**src/rtl/mask_pkg.sv**
```systemverilog
// Shared types and defaults for the Mask engine frame scheduler.
package mask_pkg;

    typedef enum logic [2:0] {
        IDLE,
        ENGRST,
        LOAD,
        DRAIN,
        DONE
    } state_t;

    localparam logic [1:0] ERR_NONE     = 2'b00;
    localparam logic [1:0] ERR_UNDERRUN = 2'b01;
    localparam logic [1:0] ERR_TMO      = 2'b10;

    localparam int DW_DEF      = 8;
    localparam int N_BYTES_DEF = 256;
    localparam int N_OUT_DEF   = 256;

endpackage

```
**src/rtl/mask_sched_if.sv**
```systemverilog
// Source streams, engine bus and result stream of the Mask scheduler.
interface mask_sched_if
    import mask_pkg::*;
#(
    parameter int DW = DW_DEF
);
    logic [1:0]    req;
    logic [DW-1:0] s0_data;
    logic          s0_valid;
    logic          s0_ready;
    logic [DW-1:0] s1_data;
    logic          s1_valid;
    logic          s1_ready;
    logic          eng_rst;
    logic [DW-1:0] eng_din;
    logic          eng_busy;
    logic [DW-1:0] eng_dout;
    logic          eng_ovalid;
    logic [DW-1:0] m_data;
    logic          m_valid;
    logic          m_src;
    logic          m_last;
    logic          frame_done;
    logic          err;
    logic [1:0]    err_code;

    modport master (
        input  req, s0_data, s0_valid, s1_data, s1_valid,
        input  eng_busy, eng_dout, eng_ovalid,
        output s0_ready, s1_ready, eng_rst, eng_din,
        output m_data, m_valid, m_src, m_last,
        output frame_done, err, err_code
    );

    modport slave (
        output req, s0_data, s0_valid, s1_data, s1_valid,
        output eng_busy, eng_dout, eng_ovalid,
        input  s0_ready, s1_ready, eng_rst, eng_din,
        input  m_data, m_valid, m_src, m_last,
        input  frame_done, err, err_code
    );
endinterface

```
**src/rtl/mask_rr_arb2.sv**
```systemverilog
// Two-way round-robin source pick; pointer moves to the other source at frame end.
module mask_rr_arb2 (
    input  logic       clk,
    input  logic       rst,
    input  logic [1:0] req,
    input  logic       upd,
    input  logic       grant,
    output logic       pick
);
    logic rr_ptr;

    always_ff @(posedge clk) begin
        if (rst) begin
            rr_ptr <= 1'b0;
        end else if (upd) begin
            rr_ptr <= ~grant;
        end
    end

    // The pointer only matters when both sources contend.
    assign pick = (&req) ? rr_ptr : req[1];
endmodule

```
**src/rtl/mask_sched.sv**
```systemverilog
// Frame scheduler sharing one Mask engine between two byte sources.
// Optional watchdog abort is enabled by defining MASK_SCHED_TMO_EN.
module mask_sched
    import mask_pkg::*;
#(
    parameter int DW      = DW_DEF,
    parameter int N_BYTES = N_BYTES_DEF,
    parameter int N_OUT   = N_OUT_DEF,
    parameter int CNT_W   = 9,
    parameter int TMO     = 1024
) (
    input logic          clk,
    input logic          rst,
    mask_sched_if.master bus
);
    localparam logic [CNT_W-1:0] LAST_IN  = CNT_W'(N_BYTES - 1);
    localparam logic [CNT_W-1:0] LAST_OUT = CNT_W'(N_OUT - 1);

    state_t           state;
    logic             grant;
    logic             pick;
    logic [CNT_W-1:0] in_cnt;
    logic [CNT_W-1:0] out_cnt;
    logic             eng_rst_r;
    logic             done_r;
    logic             err_r;
    logic [1:0]       code_r;

    logic             load;
    logic             in_frame;
    logic             src_valid;
    logic [DW-1:0]    src_data;
    logic             ready;
    logic             accept;
    logic             underrun;
    logic             result;
    logic             last;
    logic             tmo_hit;
    logic             abort;
    logic             rr_upd;

    assign load      = (state == LOAD);
    assign in_frame  = load | (state == DRAIN);
    assign src_valid = grant ? bus.s1_valid : bus.s0_valid;
    assign src_data  = grant ? bus.s1_data : bus.s0_data;
    assign ready     = load & ~bus.eng_busy;
    assign accept    = ready & src_valid;
    assign underrun  = ready & ~src_valid;
    assign result    = in_frame & bus.eng_ovalid;
    assign last      = result & (out_cnt == LAST_OUT);
    // A completed frame wins over a same-cycle abort condition.
    assign abort     = ~last & (underrun | tmo_hit);
    assign rr_upd    = (state == DONE) | abort;

    assign bus.s0_ready   = ready & ~grant;
    assign bus.s1_ready   = ready & grant;
    assign bus.eng_din    = accept ? src_data : '0;
    assign bus.eng_rst    = rst | eng_rst_r;
    assign bus.m_valid    = result;
    assign bus.m_data     = result ? bus.eng_dout : '0;
    assign bus.m_src      = grant;
    assign bus.m_last     = last;
    assign bus.frame_done = done_r;
    assign bus.err        = err_r;
    assign bus.err_code   = code_r;

    mask_rr_arb2 u_arb (
        .clk   (clk),
        .rst   (rst),
        .req   (bus.req),
        .upd   (rr_upd),
        .grant (grant),
        .pick  (pick)
    );

`ifdef MASK_SCHED_TMO_EN
    localparam int WD_W = $clog2(TMO + 1);

    logic [WD_W-1:0] wd_cnt;

    // Idle cycles since the last accepted byte or result.
    always_ff @(posedge clk) begin
        if (rst || !in_frame || accept || result) begin
            wd_cnt <= '0;
        end else begin
            wd_cnt <= wd_cnt + 1'b1;
        end
    end

    assign tmo_hit = in_frame & ~accept & ~result &
                     (wd_cnt == WD_W'(TMO - 1));
`else
    assign tmo_hit = (TMO == 0) & 1'b0;
`endif

    always_ff @(posedge clk) begin
        if (rst) begin
            state     <= IDLE;
            grant     <= 1'b0;
            in_cnt    <= '0;
            out_cnt   <= '0;
            eng_rst_r <= 1'b0;
            done_r    <= 1'b0;
            err_r     <= 1'b0;
            code_r    <= ERR_NONE;
        end else begin
            eng_rst_r <= 1'b0;
            done_r    <= 1'b0;
            err_r     <= 1'b0;
            if (accept && in_cnt != '1) begin
                in_cnt <= in_cnt + 1'b1;
            end
            if (result && out_cnt != '1) begin
                out_cnt <= out_cnt + 1'b1;
            end
            unique case (state)
                IDLE: begin
                    if (|bus.req) begin
                        grant     <= pick;
                        eng_rst_r <= 1'b1;
                        state     <= ENGRST;
                    end
                end
                ENGRST: begin
                    in_cnt  <= '0;
                    out_cnt <= '0;
                    state   <= LOAD;
                end
                LOAD, DRAIN: begin
                    if (last) begin
                        done_r <= 1'b1;
                        state  <= DONE;
                    end else if (abort) begin
                        err_r     <= 1'b1;
                        code_r    <= tmo_hit ? ERR_TMO : ERR_UNDERRUN;
                        eng_rst_r <= 1'b1;
                        state     <= IDLE;
                    end else if (accept && in_cnt == LAST_IN) begin
                        state <= DRAIN;
                    end
                end
                DONE: begin
                    state <= IDLE;
                end
                default: begin
                    state <= IDLE;
                end
            endcase
        end
    end
endmodule
```
**src/flat_wrapper.sv**
```systemverilog
// flat-port wrapper written by rule: the top's interface ports become plain ports
module mask_sched_flat import mask_pkg::*;
#(
    parameter int DW      = DW_DEF,
    parameter int N_BYTES = N_BYTES_DEF,
    parameter int N_OUT   = N_OUT_DEF,
    parameter int CNT_W   = 9,
    parameter int TMO     = 1024
)
  (clk, rst, bus_req, bus_s0_data, bus_s0_valid, bus_s1_data, bus_s1_valid, bus_eng_busy, bus_eng_dout, bus_eng_ovalid, bus_s0_ready, bus_s1_ready, bus_eng_rst, bus_eng_din, bus_m_data, bus_m_valid, bus_m_src, bus_m_last, bus_frame_done, bus_err, bus_err_code);
  mask_sched_if #(.DW(DW)) bus_i ();
  input logic clk;
  input logic rst;
  input wire logic [$bits(bus_i.req)-1:0] bus_req;
  input wire logic [$bits(bus_i.s0_data)-1:0] bus_s0_data;
  input wire logic [$bits(bus_i.s0_valid)-1:0] bus_s0_valid;
  input wire logic [$bits(bus_i.s1_data)-1:0] bus_s1_data;
  input wire logic [$bits(bus_i.s1_valid)-1:0] bus_s1_valid;
  input wire logic [$bits(bus_i.eng_busy)-1:0] bus_eng_busy;
  input wire logic [$bits(bus_i.eng_dout)-1:0] bus_eng_dout;
  input wire logic [$bits(bus_i.eng_ovalid)-1:0] bus_eng_ovalid;
  output wire logic [$bits(bus_i.s0_ready)-1:0] bus_s0_ready;
  output wire logic [$bits(bus_i.s1_ready)-1:0] bus_s1_ready;
  output wire logic [$bits(bus_i.eng_rst)-1:0] bus_eng_rst;
  output wire logic [$bits(bus_i.eng_din)-1:0] bus_eng_din;
  output wire logic [$bits(bus_i.m_data)-1:0] bus_m_data;
  output wire logic [$bits(bus_i.m_valid)-1:0] bus_m_valid;
  output wire logic [$bits(bus_i.m_src)-1:0] bus_m_src;
  output wire logic [$bits(bus_i.m_last)-1:0] bus_m_last;
  output wire logic [$bits(bus_i.frame_done)-1:0] bus_frame_done;
  output wire logic [$bits(bus_i.err)-1:0] bus_err;
  output wire logic [$bits(bus_i.err_code)-1:0] bus_err_code;
  assign bus_i.req = bus_req;
  assign bus_i.s0_data = bus_s0_data;
  assign bus_i.s0_valid = bus_s0_valid;
  assign bus_i.s1_data = bus_s1_data;
  assign bus_i.s1_valid = bus_s1_valid;
  assign bus_i.eng_busy = bus_eng_busy;
  assign bus_i.eng_dout = bus_eng_dout;
  assign bus_i.eng_ovalid = bus_eng_ovalid;
  assign bus_s0_ready = bus_i.s0_ready;
  assign bus_s1_ready = bus_i.s1_ready;
  assign bus_eng_rst = bus_i.eng_rst;
  assign bus_eng_din = bus_i.eng_din;
  assign bus_m_data = bus_i.m_data;
  assign bus_m_valid = bus_i.m_valid;
  assign bus_m_src = bus_i.m_src;
  assign bus_m_last = bus_i.m_last;
  assign bus_frame_done = bus_i.frame_done;
  assign bus_err = bus_i.err;
  assign bus_err_code = bus_i.err_code;
  mask_sched #(.DW(DW), .N_BYTES(N_BYTES), .N_OUT(N_OUT), .CNT_W(CNT_W), .TMO(TMO)) u_core (.clk(clk), .rst(rst), .bus(bus_i));
endmodule
```
**config.mk**
```make
export PLATFORM = sky130hd
export DESIGN_NAME = mask_sched_flat
export DESIGN_NICKNAME = d
export VERILOG_FILES = /design/src/rtl/mask_pkg.sv /design/src/rtl/mask_sched_if.sv /design/src/rtl/mask_rr_arb2.sv /design/src/rtl/mask_sched.sv /design/src/flat_wrapper.sv
export SDC_FILE = /design/constraint.sdc
export NUM_CORES = 1
export LEC_CHECK = 0
export CORE_MARGIN = 2
export CORE_UTILIZATION = 40
export DETAILED_ROUTE_END_ITERATION = 12
export DONT_BUFFER_PORTS = 1
export PLACE_DENSITY = 0.53
export SLEW_MARGIN = 20
export SYNTH_ARGS = -nofsm -noshare
export SYNTH_HDL_FRONTEND = slang
export SYNTH_SLANG_ARGS = --single-unit
```
**constraint.sdc**
```tcl
create_clock -name clk -period 3.3 [get_ports clk]
set_clock_uncertainty 0.2 [all_clocks]
set_input_delay 0.66 -clock clk [delete_from_list [all_inputs] [get_ports clk]]
set_output_delay 0.66 -clock clk [all_outputs]
set_load 0.02 [all_outputs]
```
# Word level (Yosys, flattened, before mapping)
# Index checks and enable logic that the tools add are counted.
# totals
regBits,27
inputBits,32
out_inout_bits,26
wordCells,64
# op_classes
add_sub_neg,2
n_eq_ne,10
n_mux,15
n_bitwise,16
n_reduce_logical,12
# op_table
op,count
8-bit two-way mux,3
9-bit by 1-bit adder with 9-bit output (second input constant),2
9-bit by 8-bit equality test with 1-bit output (second input constant),2
9-bit != test (second input constant),2
3-bit two-way mux,4
3-bit case mux with 3 select lines,1
1-bit AND,8
2-bit OR reduction,4
3-bit by 2-bit equality test with 1-bit output (second input constant),2
1-bit two-way mux,6
2-bit AND reduction,3
1-bit inverter,5
4-bit by 1-bit != test with 1-bit output (second input constant),1
3-bit by 1-bit equality test with 1-bit output (second input constant),1
3-bit equality test (second input constant),1
1-bit logical AND,3
3-bit zero test,1
1-bit bitwise OR,3
3-bit AND reduction,1
2-bit by 1-bit != test with 1-bit output (second input constant),1
1-bit case mux with 2 select lines,1

# Logic depth before layout (Yosys ltp)
# depth
word_depth,9
ltp_mapped,9
mapped_depth_nobuf,8

# Hierarchy
# A second synthesis with hierarchy kept.
# unflattened
hier_cells,172
area_unflattened_um2,1465.2
# by_module_without_submodules
module,instances,cells_per_inst,area_per_inst_um2,seq_area_each_um2
mask_sched,1,167,1417.6,520.5
mask_rr_arb2,1,5,47.5,20.0

# Worst setup path after synthesis
# OpenSTA, ideal clock, no wires.
# synth_path
kind,input to output
start,input bus_eng_busy
end,output bus_eng_din[0]
t_arrival_ps,1864
required_ps,2440
path_slack_ps,576
cell_stages,3
n_path_buf,0
cell_sequence,nor4b_1 -> nand2_1 -> nor2_1
# synth_via
elab_chain_len,4
# synth_lines
element,line_no,rtl
start: declaration,flat_wrapper.sv:19,input wire logic [$bits(bus_i.eng_busy)-1:0] bus_eng_busy;
1-bit inverter,mask_sched.sv:46,assign ready = load & ~bus.eng_busy;
1-bit AND,mask_sched.sv:46,
1-bit AND,mask_sched.sv:47,assign accept = ready & src_valid;
8-bit two-way mux,mask_sched.sv:57,assign bus.eng_din = accept ? src_data : '0;
end: declaration,flat_wrapper.sv:25,output wire logic [$bits(bus_i.eng_din)-1:0] bus_eng_din;
# No other way between the ends.

# Worst setup path in the final report
# layout_path
start,register u_core.state[1]
end,output bus_eng_din[3]
# layout_via
elab_chain_len,4
# layout_lines
element,line_no,rtl
start: declaration,mask_sched.sv:19,state_t state;
start signal: assignment,mask_sched.sv:98,state <= IDLE;
start signal: assignment,mask_sched.sv:121,state <= ENGRST;
start signal: assignment,mask_sched.sv:127,state <= LOAD;
3-bit by 2-bit equality test with 1-bit output,mask_sched.sv:42,assign load = (state == LOAD);
1-bit AND,mask_sched.sv:46,
1-bit AND,mask_sched.sv:47,
8-bit two-way mux,mask_sched.sv:57,
# No other way between the ends.

==> impl_metrics.toml <==
[status]
status = "complete, no violations"

[detailed_routing]
wl_per_cell_um = 13.4
finalWirelength_um = 2950
vias_per_cell = 5.47
drt_iter0_drc = 77
vias = 1209
drcViolationCount = 0
drtAntennaViolNets = 0
drt_pass1_iterations = 5

[clocking]
clock_sinks = 27
clk_pin_slew_ps = 90
cts.hold.buffers_added = 0
clockRootBuffer = "clkbuf_8"
cts_inserted_buffers = 3
clk_latency_ps = 270
h-tree-depth = 1
cts_resized = 0
clockBufferDepth = 2
cts_tree = "done"
cts_setup_buffers = 0

[global_route]
grt_pass1_wl_um = 4570
use_met3 = 0.0330
grt_overflow_total = 0
grt.total_usage = 0.139
use_met2 = 0.237
grt_pass1_vias = 1035
antenna_found_initial = 0
top_usage_layer = "met2"
grt_max_degree = 19
met1_usage = 0.170

[critical_path]
startpoint_type = "flip-flop"
end_kind = "primary output"
slowest_stage = "dfxtp_1"
worstPathArrival_ps = 1840
cp.required_ps = 2440
critPathKind = "flip-flop to primary output"
critical_path.max_stage_delay_ps = 460
crit_buf_inv = 0
critPathMaxFanout = 9
crit_chain = "nor4b_1, nand2_1, nor2_1"
crit_family = "simple AND/OR/NAND/NOR gates"

[synthesis]
synthDistinctLibCells = 38
synthArstFlopShare = 0
synth_nets = 214
syn_inst = 176
synth_seq_area_share = 0.368
synth_seq_cells = 27
synth_top_flop_cell = "dfxtp_1"
syn_area_um2 = 1470
synth_edf_count = 0
syn_area_per_cell_um2 = 8.35
ys.warnings.count = 0

[sta]
rsz0062_at_grt = "false"
worstMarginPinSlew_ps = 677
tns_ps = 0
timing_hold_violations_final = 0
fmax_mhz = 370
min_period_ps = 2700
slew_violations = 0
max_slew_margin = 0.549
finalSetupViolations = 0
finalCritPeriodShare = 0.819

[place]
io_buffers = 0
gp_congestion = 0.746
hpwlAfterDp_um = 2250
dpl.cell_count = 217

[floorplanning]
core-area_um2 = 3610
dieArea_um2 = 4170
die_w_um = 64.6
dieHeight_um = 64.6
ios = 58
start_util = 0.407
rows = 22

[power_and_ir_drop]
leakagePower_nw = 0.593
powerDensity_nw_per_um2 = 467
finalPower_mw = 0.724
irDropWorstVdd_uv = 138

[finish]
layout.nets = 212
insertedDiodeCount = 0
instances_no_fill = 221
syn_to_final_growth_pct = 5.54
multiInputGateArea_um2 = 871
drive_above_1_share = 0.0462
final-seq-area_um2 = 541
fillCellCount = 342

[flow_run]
max-cap-violations = 0

[worst_hold_path]
hold_class = "input pin to flip-flop"
[cells in the mapped netlist (all sizes together) (2+ instances only)]
| library cell | number | share of area |
|---|---|---|
| buf | 3 | 0.011 |
| inv | 5 | 0.013 |
| clkbuf | 6 | 0.015 |
| dfxtp | 27 | 0.37 |
| nand3 | 2 | 0.0068 |
| nand4b | 3 | 0.018 |
| ha | 6 | 0.051 |
| nand4 | 5 | 0.021 |
| nor4 | 2 | 0.0085 |
| a31oi | 2 | 0.0085 |
| xnor2 | 4 | 0.024 |
| a211oi | 3 | 0.015 |
| a21oi | 6 | 0.020 |
| nor3 | 4 | 0.014 |
| nor2 | 33 | 0.084 |
| o21ai | 3 | 0.010 |
| nand2b | 3 | 0.013 |
| mux2i | 12 | 0.082 |
| and3 | 13 | 0.055 |
| or3 | 3 | 0.013 |
| xor2 | 8 | 0.048 |
| nand2 | 9 | 0.023 |
[stage by stage]
| stage | worst slack, ps | hold slack, ps | utilization | instance area (um2) |
|---|---|---|---|---|
| detailed placement | 682 | 273 | 0.417 | 1510 |
| finish | 598 | 243 | 0.430 | 1550 |
| global placement | 722 | 268 | 0.417 | 1510 |
| floorplan | 576 | 252 | - | 1470 |
| global route | 408 | 229 | 0.430 | 1550 |
| CTS | 578 | 238 | 0.430 | 1550 |
[cells in the final DEF, fill, tap and decap left out, types with 2 or more instances in the layout]
| cell type | netlist | layout |
|---|---|---|
| nand4_1 | 5 | 5 |
| or3_1 | 3 | 3 |
| inv_1 | 5 | 5 |
| nand4b_1 | 3 | 3 |
| and3_1 | 13 | 13 |
| mux2i_1 | 12 | 12 |
| nor4_1 | 2 | 2 |
| nand2b_1 | 3 | 3 |
| a21oi_1 | 6 | 6 |
| nor3_1 | 4 | 4 |
| a31oi_1 | 2 | 2 |
| clkbuf_8 | 0 | 3 |
| nand3_1 | 2 | 2 |
| dfxtp_1 | 27 | 27 |
| o21ai_0 | 3 | 3 |
| nor2_1 | 33 | 33 |
| buf_4 | 1 | 2 |
| xor2_1 | 8 | 8 |
| nand2_1 | 9 | 9 |
| xnor2_1 | 4 | 4 |
| ha_1 | 6 | 6 |
| a211oi_1 | 3 | 3 |
[final timing paths]
kind,from,to,slack (ps),cells past startpoint
setup / recovery,u_core.state[1],bus_eng_din[3],600,3
hold / removal,rst,u_core.eng_rst_r,240,1
hold reg to reg,u_core.in_cnt[7],u_core.in_cnt[7],290,2
setup reg to reg,u_core.state[1],u_core.in_cnt[7],920,4
[state kept, by name, summed over array words and instances, names as in the netlist]
| register | cells |
|---|---|
| u_core.out_cnt | 9 |
| u_core.bus.frame_done | 1 |
| u_core.bus.err | 1 |
| u_core.u_arb.rr_ptr | 1 |
| u_core.in_cnt | 9 |
| u_core.eng_rst_r | 1 |
| u_core.state | 3 |
| u_core.bus.err_code | 1 |
| u_core.bus.m_src | 1 |
[report_power, final]
group / internal (mW) / total [mW] / switching [mW]
Sequential: 0.344 / 0.369 / 0.0247
Combinational: 0.0602 / 0.169 / 0.109
Clock: 0.0865 / 0.186 / 0.0997
Total: 0.491 / 0.724 / 0.233
[logic make-up after synthesis]
kind of cell / after synthesis / synth area share
adder cells (fa/ha/maj): 6 / 0.0511
XOR/XNOR: 12 / 0.0715
buffers and inverters: 14 / 0.0392
AND/OR/NAND/NOR: 85 / 0.302
flip-flops: 27 / 0.368
other: 1 / 0.00255
AO/OA/AOI/OAI: 18 / 0.0758
multiplexers: 13 / 0.0894
[per-layer routing]
metal,part of all wire,vias up
met4,0.014,0
li1,-,607
met1,0.43,552
met2,0.49,45
met3,0.062,5
met5,0,-
[worst register-to-register path, cell delays in order (launching register included)]
cell	delay, ps
dfxtp_1	460
or4b_1	630
or3_1	410
or4_1	470
a21oi_1	140
[final cells by class]
cell class,instances,share of cell area
clock buffers,4,0.0291
repair buffers,2,0.00969
flip-flops and latches,27,0.349
inverters,5,0.0121
well taps,48,0.0387
multi-input cells,135,0.562
No activity file was read; power rests on OpenSTA's default activity.
